--- src/rtl/input_decoder_pkg.sv ---
// Shared keypad-input codes and calculator token encodings.
// Used by the keypad decoder and the downstream calculator core.
package input_decoder_pkg;

  localparam int IC_N = 5;
  localparam int TK_N = 3;

  typedef logic [IC_N-1:0] ic_t;
  typedef logic [TK_N-1:0] tk_t;

  localparam ic_t IC_NONE = 5'd0;
  localparam ic_t IC_OPAD = 5'd1;
  localparam ic_t IC_OPSB = 5'd2;
  localparam ic_t IC_OPAN = 5'd3;
  localparam ic_t IC_OPOR = 5'd4;
  localparam ic_t IC_CTOK = 5'd5;
  localparam ic_t IC_NUM0 = 5'd16;
  localparam ic_t IC_NUM9 = 5'd25;

  localparam tk_t TK_NUM  = 3'd0;
  localparam tk_t TK_OPAD = 3'd1;
  localparam tk_t TK_OPSB = 3'd2;
  localparam tk_t TK_OPAN = 3'd3;
  localparam tk_t TK_OPOR = 3'd4;
  localparam tk_t TK_CTOK = 3'd5;

  function automatic tk_t ic_to_tk(input ic_t c);
    tk_t t;
    t = TK_CTOK;
    case (c)
      IC_OPAD: t = TK_OPAD;
      IC_OPSB: t = TK_OPSB;
      IC_OPAN: t = TK_OPAN;
      IC_OPOR: t = TK_OPOR;
      default: t = TK_CTOK;
    endcase
    return t;
  endfunction

endpackage

--- src/rtl/input_decoder_fifo.sv ---
// Token FIFO: up to two pushes and one pop per cycle.
// Empty head reads as all-zero payload.
module input_token_fifo #(
  parameter int unsigned DEPTH = 2,
  parameter int unsigned DW    = 19,
  parameter int unsigned CW    = $clog2(DEPTH + 1)
) (
  input  logic          clk,
  input  logic          rst_n,
  input  logic [1:0]    push_cnt_i,
  input  logic [DW-1:0] push0_i,
  input  logic [DW-1:0] push1_i,
  input  logic          pop_i,
  output logic          valid_o,
  output logic [DW-1:0] data_o,
  output logic [CW-1:0] free_o
);

  localparam int unsigned AW = (DEPTH > 1) ? $clog2(DEPTH) : 1;

  logic [DW-1:0] mem [DEPTH];
  logic [AW-1:0] wptr_q, wptr_d, rptr_q, rptr_d, w1;
  logic [CW-1:0] cnt_q, cnt_d;
  logic          pop;

  function automatic logic [AW-1:0] inc(input logic [AW-1:0] p);
    return (p == AW'(DEPTH - 1)) ? '0 : p + AW'(1);
  endfunction

  assign pop     = pop_i & (cnt_q != '0);
  assign valid_o = (cnt_q != '0);
  assign data_o  = valid_o ? mem[rptr_q] : '0;
  assign free_o  = CW'(DEPTH) - cnt_q;
  assign w1      = inc(wptr_q);

  always_comb begin
    wptr_d = wptr_q;
    rptr_d = rptr_q;
    cnt_d  = cnt_q + CW'(push_cnt_i) - CW'(pop);
    if (push_cnt_i == 2'd1) wptr_d = w1;
    if (push_cnt_i == 2'd2) wptr_d = inc(w1);
    if (pop) rptr_d = inc(rptr_q);
  end

  always_ff @(posedge clk or negedge rst_n) begin
    if (!rst_n) begin
      wptr_q <= '0;
      rptr_q <= '0;
      cnt_q  <= '0;
    end else begin
      wptr_q <= wptr_d;
      rptr_q <= rptr_d;
      cnt_q  <= cnt_d;
    end
  end

  // Payload storage carries no reset; the empty head is masked above.
  always_ff @(posedge clk) begin
    if (push_cnt_i != 2'd0) mem[wptr_q] <= push0_i;
    if (push_cnt_i == 2'd2) mem[w1] <= push1_i;
  end

endmodule

--- src/rtl/input_decoder.sv ---
// Keypad command decoder: digits to operands, operators to tokens.
// Optional echo outputs under INPUT_DECODER_ECHO_EN.
module input_decoder
  import input_decoder_pkg::*;
#(
  parameter int unsigned WIDTH = 16,
  parameter int unsigned DEPTH = 2
) (
  input  logic             Clock,
  input  logic             Reset,
  input  logic [IC_N-1:0]  cmd,
  output logic             tk_valid,
  input  logic             tk_ready,
  output logic [TK_N-1:0]  tk_type,
  output logic [WIDTH-1:0] tk_value,
  output logic             ovf,
  output logic             drop
`ifdef INPUT_DECODER_ECHO_EN
  ,
  output logic [WIDTH-1:0] echo,
  output logic             echo_active
`endif
);

  localparam int unsigned DW = TK_N + WIDTH;
  localparam int unsigned CW = $clog2(DEPTH + 1);
  localparam logic [WIDTH+3:0] TEN  = (WIDTH + 4)'(10);
  localparam logic [WIDTH+3:0] MAXV = {4'b0, {WIDTH{1'b1}}};

  typedef enum logic {IDLE, ACCUM} state_e;

  state_e           state_q, state_d;
  logic [WIDTH-1:0] acc_q, acc_d, base;
  logic             ovf_q, ovf_d, drop_q, drop_d;
  logic [WIDTH+3:0] prod;
  logic [3:0]       dig;
  logic             is_dig, is_op, pop;
  logic [CW:0]      avail, need;
  logic [1:0]       push_cnt;
  logic [DW-1:0]    push0, push1, rd;
  logic [CW-1:0]    free;
  tk_t              op_tk;

  assign is_dig = (cmd >= IC_NUM0) && (cmd <= IC_NUM9);
  assign is_op  = (cmd >= IC_OPAD) && (cmd <= IC_CTOK);
  assign dig    = 4'(cmd - IC_NUM0);
  assign op_tk  = ic_to_tk(cmd);
  assign pop    = tk_valid & tk_ready;
  // A same-cycle pop frees a slot for this cycle's push.
  assign avail  = {1'b0, free} + (CW + 1)'(pop);
  assign need   = (state_q == ACCUM) ? (CW + 1)'(2) : (CW + 1)'(1);
  assign base   = (state_q == ACCUM) ? acc_q : '0;
  assign prod   = {4'b0, base} * TEN + (WIDTH + 4)'(dig);

  always_comb begin
    state_d  = state_q;
    acc_d    = acc_q;
    ovf_d    = ovf_q;
    drop_d   = 1'b0;
    push_cnt = 2'd0;
    push0    = {op_tk, {WIDTH{1'b0}}};
    push1    = {op_tk, {WIDTH{1'b0}}};
    unique case (1'b1)
      is_dig: begin
        if (prod > MAXV) begin
          ovf_d = 1'b1;
        end else begin
          acc_d   = prod[WIDTH-1:0];
          state_d = ACCUM;
        end
      end
      is_op: begin
        if (avail < need) begin
          drop_d = 1'b1;
        end else if (state_q == ACCUM) begin
          push_cnt = 2'd2;
          push0    = {TK_NUM, acc_q};
          acc_d    = '0;
          ovf_d    = 1'b0;
          state_d  = IDLE;
        end else begin
          push_cnt = 2'd1;
        end
      end
      default: ;
    endcase
  end

  always_ff @(posedge Clock or negedge Reset) begin
    if (!Reset) begin
      state_q <= IDLE;
      acc_q   <= '0;
      ovf_q   <= 1'b0;
      drop_q  <= 1'b0;
    end else begin
      state_q <= state_d;
      acc_q   <= acc_d;
      ovf_q   <= ovf_d;
      drop_q  <= drop_d;
    end
  end

  input_token_fifo #(
    .DEPTH(DEPTH),
    .DW   (DW),
    .CW   (CW)
  ) u_fifo (
    .clk       (Clock),
    .rst_n     (Reset),
    .push_cnt_i(push_cnt),
    .push0_i   (push0),
    .push1_i   (push1),
    .pop_i     (pop),
    .valid_o   (tk_valid),
    .data_o    (rd),
    .free_o    (free)
  );

  assign tk_type  = rd[DW-1 -: TK_N];
  assign tk_value = rd[WIDTH-1:0];
  assign ovf      = ovf_q;
  assign drop     = drop_q;

`ifdef INPUT_DECODER_ECHO_EN
  assign echo        = acc_q;
  assign echo_active = (state_q == ACCUM);
`endif

endmodule

--- config.mk ---
export PLATFORM = sky130hd
export DESIGN_NAME = input_decoder
export DESIGN_NICKNAME = d
export VERILOG_FILES = /design/src/rtl/input_decoder_pkg.sv /design/src/rtl/input_decoder_fifo.sv /design/src/rtl/input_decoder.sv
export SDC_FILE = /design/constraint.sdc
export NUM_CORES = 1
export LEC_CHECK = 0
export BUFFER_PORTS_ARGS = -buffer_cell sky130_fd_sc_hd__buf_2
export CAP_MARGIN = 10
export CORE_ASPECT_RATIO = 1.4
export CORE_MARGIN = 2
export CORE_UTILIZATION = 65
export DETAILED_ROUTE_END_ITERATION = 12
export PLACE_DENSITY_LB_ADDON = 0.3
export SYNTH_ARGS = -nofsm -noshare
export SYNTH_HDL_FRONTEND = slang
export SYNTH_HIERARCHICAL = 1
export SYNTH_SLANG_ARGS = --single-unit
--- constraint.sdc ---
create_clock -name Clock -period 8.2 [get_ports Clock]
set_clock_uncertainty 0.05 [all_clocks]
set_input_delay 0.82 -clock Clock [delete_from_list [all_inputs] [get_ports Clock]]
set_output_delay 0.82 -clock Clock [all_outputs]
set_load 0.005 [all_outputs]
==> impl_results.md <==
* Outcome: completed
* Yosys warns at 6
* Vias after detailed routing at 3,534
* Global-route wire length before repair at 16.47 mm
* Congestion Overflow GR at 0
* GRT Total Usage at 0.2551
* Max-slew violations at 0
* Synth Cell Area at 4856 µm²
* Worst path max stage delay at 0.88 ns
* CP Buf/Inv Count at 3
* CTS tree: yes
* Core Footprint at 7315 µm²
* Pwr/cell area at 359.3 nW/µm²
* Port Buffers at 29
* Via/cell ratio at 5.700
* CP most frequent cell: ha_1
* Distinct cells, synth at 64
* Wirelength per Cell at 15.92 µm
* Final Hold Fails at 0
* Layout cell share with drive strength beyond 1 at 0.2027
* Antenna violations before repair at 0
* Post-synthesis register bit count at 61
* H-tree levels at 3
* RSZ-0062 raised after global routing: false
* Cells resized by post-CTS repair at 0
* Die Span Y at 106.3 µm
* TritonCTS buffer count at 9
* DR iter-0 viols at 107
* Hold_ws at 0.4052 ns
* Ant diodes at 0
* GPL Wtd Cong at 0.8492
* Largest net degree at the start of global routing at 25
* Mean area per synthesized cell at 10.47 µm²
* Setup TNS at 0 ns
* Logic gate share of total power at 0.583
* Worst skew pair latency at 0.33 ns
* Worst setup SP type: flop
* IO Pins at 30
* CTS Hold Bufs at 0
* Pwr Total at 1.896 mW
* CP required at 8.23 ns
* Least-Margin Pin Slew at 1.085 ns
* Fmax at 0.1806 GHz
* Crit-path max FO at 24
* Largest delay contributor family on the critical path: adder cells
* Storage cell area at 1717 µm²
* Final Cycle Share at 0.6752
* Internal Power at 1.061 mW
* Hold/Removal Path Class: primary input to asynchronous set/reset pin
* Crit path kind: flop to flop
* Worst Path Arrival at 5.57 ns
* ANT nets after route at 0
* Peak supply drop at 238.7 µV
* Die W at 77.05 µm
* Layout area overhead at 8.683%
* Sw frac at 0.4407
* Headroom to the max-slew limit at 0.2766
* Multi-input gate area at 3055 µm²
* Clk sinks at 61
* DRC at 0
* Post-synth EDFFs at 38
* Setup Buffers After CTS at 0
* Worst-path clk slew at 0.07 ns
* CP Cell Sequence: inv_1, ha_1, inv_1, and2_1, ha_1, fa_1, nor3b_1, nor2_1, nor2_1, nand2_1, inv_1, ha_1, ha_1, mux2_2
* Crit path capture type: flop
* Maxcap violations at 0
* Clock share of power at 0.119
* Initial core utilization at 0.6639
* Sw Pwr at 0.8357 mW
* Util after Layout at 0.7215
* Clock Tree Root: clkbuf_8
* Site row count at 37
* Setup Viol. Count Final at 0
* FILL cells at 583
* Slowest CP cell: ha_1
* Vias in the first global route at 3,455
* Cells after Synth at 464
* DRT Pass-1 Iters at 4
* Post-detail-place hpwl at 7.499 mm
* Reg power frac at 0.298
* Final WL at 9.872 mm
* DIE AREA at 8188 µm²
* P_leak at 2.461 nW
* Nets@finish at 553
* Clock period minus final worst setup slack at 5.537 ns
* Register area share after synthesis at 0.3535
* Clock buffer depth at 2
* Post-synth ARST share at 0.3770
* Top_reg_cell synth: edfxtp_1
-- cells in the mapped netlist, types with 3 or more instances --
cell type | instances | area share
a211oi_1 | 3 | 0.0046
a21o_1 | 4 | 0.0062
a21oi_1 | 12 | 0.012
a31oi_1 | 3 | 0.0039
and2_1 | 22 | 0.028
and3_1 | 16 | 0.021
buf_4 | 3 | 0.0046
buf_6 | 4 | 0.0093
clkbuf_1 | 9 | 0.0070
dfrtp_1 | 23 | 0.12
edfxtp_1 | 38 | 0.23
ha_1 | 25 | 0.064
inv_1 | 13 | 0.010
mux2_2 | 21 | 0.049
mux2_4 | 20 | 0.062
mux2i_1 | 36 | 0.074
nand2_1 | 36 | 0.028
nand2b_1 | 5 | 0.0064
nand3_1 | 4 | 0.0041
nor2_1 | 45 | 0.035
nor2b_1 | 6 | 0.0077
nor3_1 | 10 | 0.010
nor3b_1 | 3 | 0.0046
o211a_1 | 5 | 0.010
o21ai_0 | 5 | 0.0052
o21ai_1 | 3 | 0.0031
o31ai_1 | 3 | 0.0046
or3_1 | 4 | 0.0052
xnor2_1 | 28 | 0.051
xor2_1 | 11 | 0.020
-- placed cells by master (no fill, tap or decap), types with 3 or more instances in the layout --
cell type / n
inv_1: 13
and3_1: 16
a211oi_1: 3
conb_1: 32
o21ai_0: 5
nand3_1: 4
clkinv_2: 3
mux2i_1: 36
dfrtp_1: 23
a21o_1: 4
ha_1: 25
mux2_2: 21
a31oi_1: 3
o21ai_1: 3
or3_1: 4
edfxtp_1: 38
nor3_1: 10
nor2_1: 45
clkbuf_8: 10
xnor2_1: 28
xor2_1: 11
and2_1: 22
nand2_1: 36
nand2b_1: 5
o211a_1: 5
buf_4: 3
buf_2: 29
nor3b_1: 3
mux2_4: 20
nor2b_1: 6
a21oi_1: 12
o31ai_1: 3
-- final timing paths --
check / start / to / slack, ns / cells past startpoint
hold reg to reg: ovf / ovf / 0.48 / 1
setup / recovery: u_fifo/cnt_q[1] / u_fifo/mem[1][1] / 2.66 / 14
min in group Clock: ovf / ovf / 0.48 / 1
setup reg to reg: u_fifo/cnt_q[1] / u_fifo/mem[1][1] / 2.66 / 14
hold / removal: Reset / acc_q[0] / 0.41 / 1
max in group asynchronous: Reset / u_fifo/cnt_q[0] / 7.34 / 1
-- stage by stage --
step                      setup slack [ns]  instance area [µm²]  instances
after floorplan                      3.899                 4972        495
after global placement               2.979                 5110        604
after detailed placement             2.743                 5110        604
after CTS                            2.712                 5278        620
after global routing                 2.283                 5278        620
final                                2.663                 5278        620
-- cell type report --
type | instances | share of cell area
multi-input cells | 401 | 0.5789
clock inverters | 5 | 0.004979
inverters | 13 | 0.009246
repair buffers | 32 | 0.03177
well taps | 97 | 0.02300
flip-flops and latches | 61 | 0.3253
clock buffers | 11 | 0.02679
-- kinds of logic (layout without fill, tap and decap cells) --
kind of cell	Yosys count	after routing	share of synthesized area
AO/OA/AOI/OAI	61	61	0.09843
buffers and inverters	33	61	0.04123
multiplexers	78	78	0.1871
flip-flops	61	61	0.3535
AND/OR/NAND/NOR	164	164	0.1760
adder cells (fa/ha/maj)	27	27	0.07266
XOR/XNOR	39	39	0.07034
other	1	32	0.0007723
-- power by group through the flow --
| stage | Clock, mW | Combinational (mW) | Sequential, mW |
|---|---|---|---|
| floorplan | 0 | 0.930 | 0.505 |
| global placement | 0 | 1.06 | 0.562 |
| detailed placement | 0 | 1.10 | 0.569 |
| CTS | 0.228 | 1.11 | 0.563 |
| global route | 0.239 | 1.23 | 0.578 |
| finish | 0.225 | 1.11 | 0.565 |
-- routing by layer --
layer | routed length (µm) | share of wire | vias to the layer above | GRT usage
met1 | 4011 | 0.41 | 1715 | 0.2911
met5 | 0 | 0 | - | 0
li1 | - | - | 1746 | -
met4 | 184 | 0.019 | 0 | 0.08546
met2 | 5459 | 0.55 | 56 | 0.4881
met3 | 217 | 0.022 | 17 | 0.03056
-- sequential cells by signal (all words and copies together), names as in the netlist --
name / count
u_fifo/mem: 38
ovf: 1
state_q: 1
drop: 1
u_fifo/cnt_q: 2
acc_q: 16
u_fifo/rptr_q: 1
u_fifo/wptr_q: 1
(Power assumes the default switching activity.)
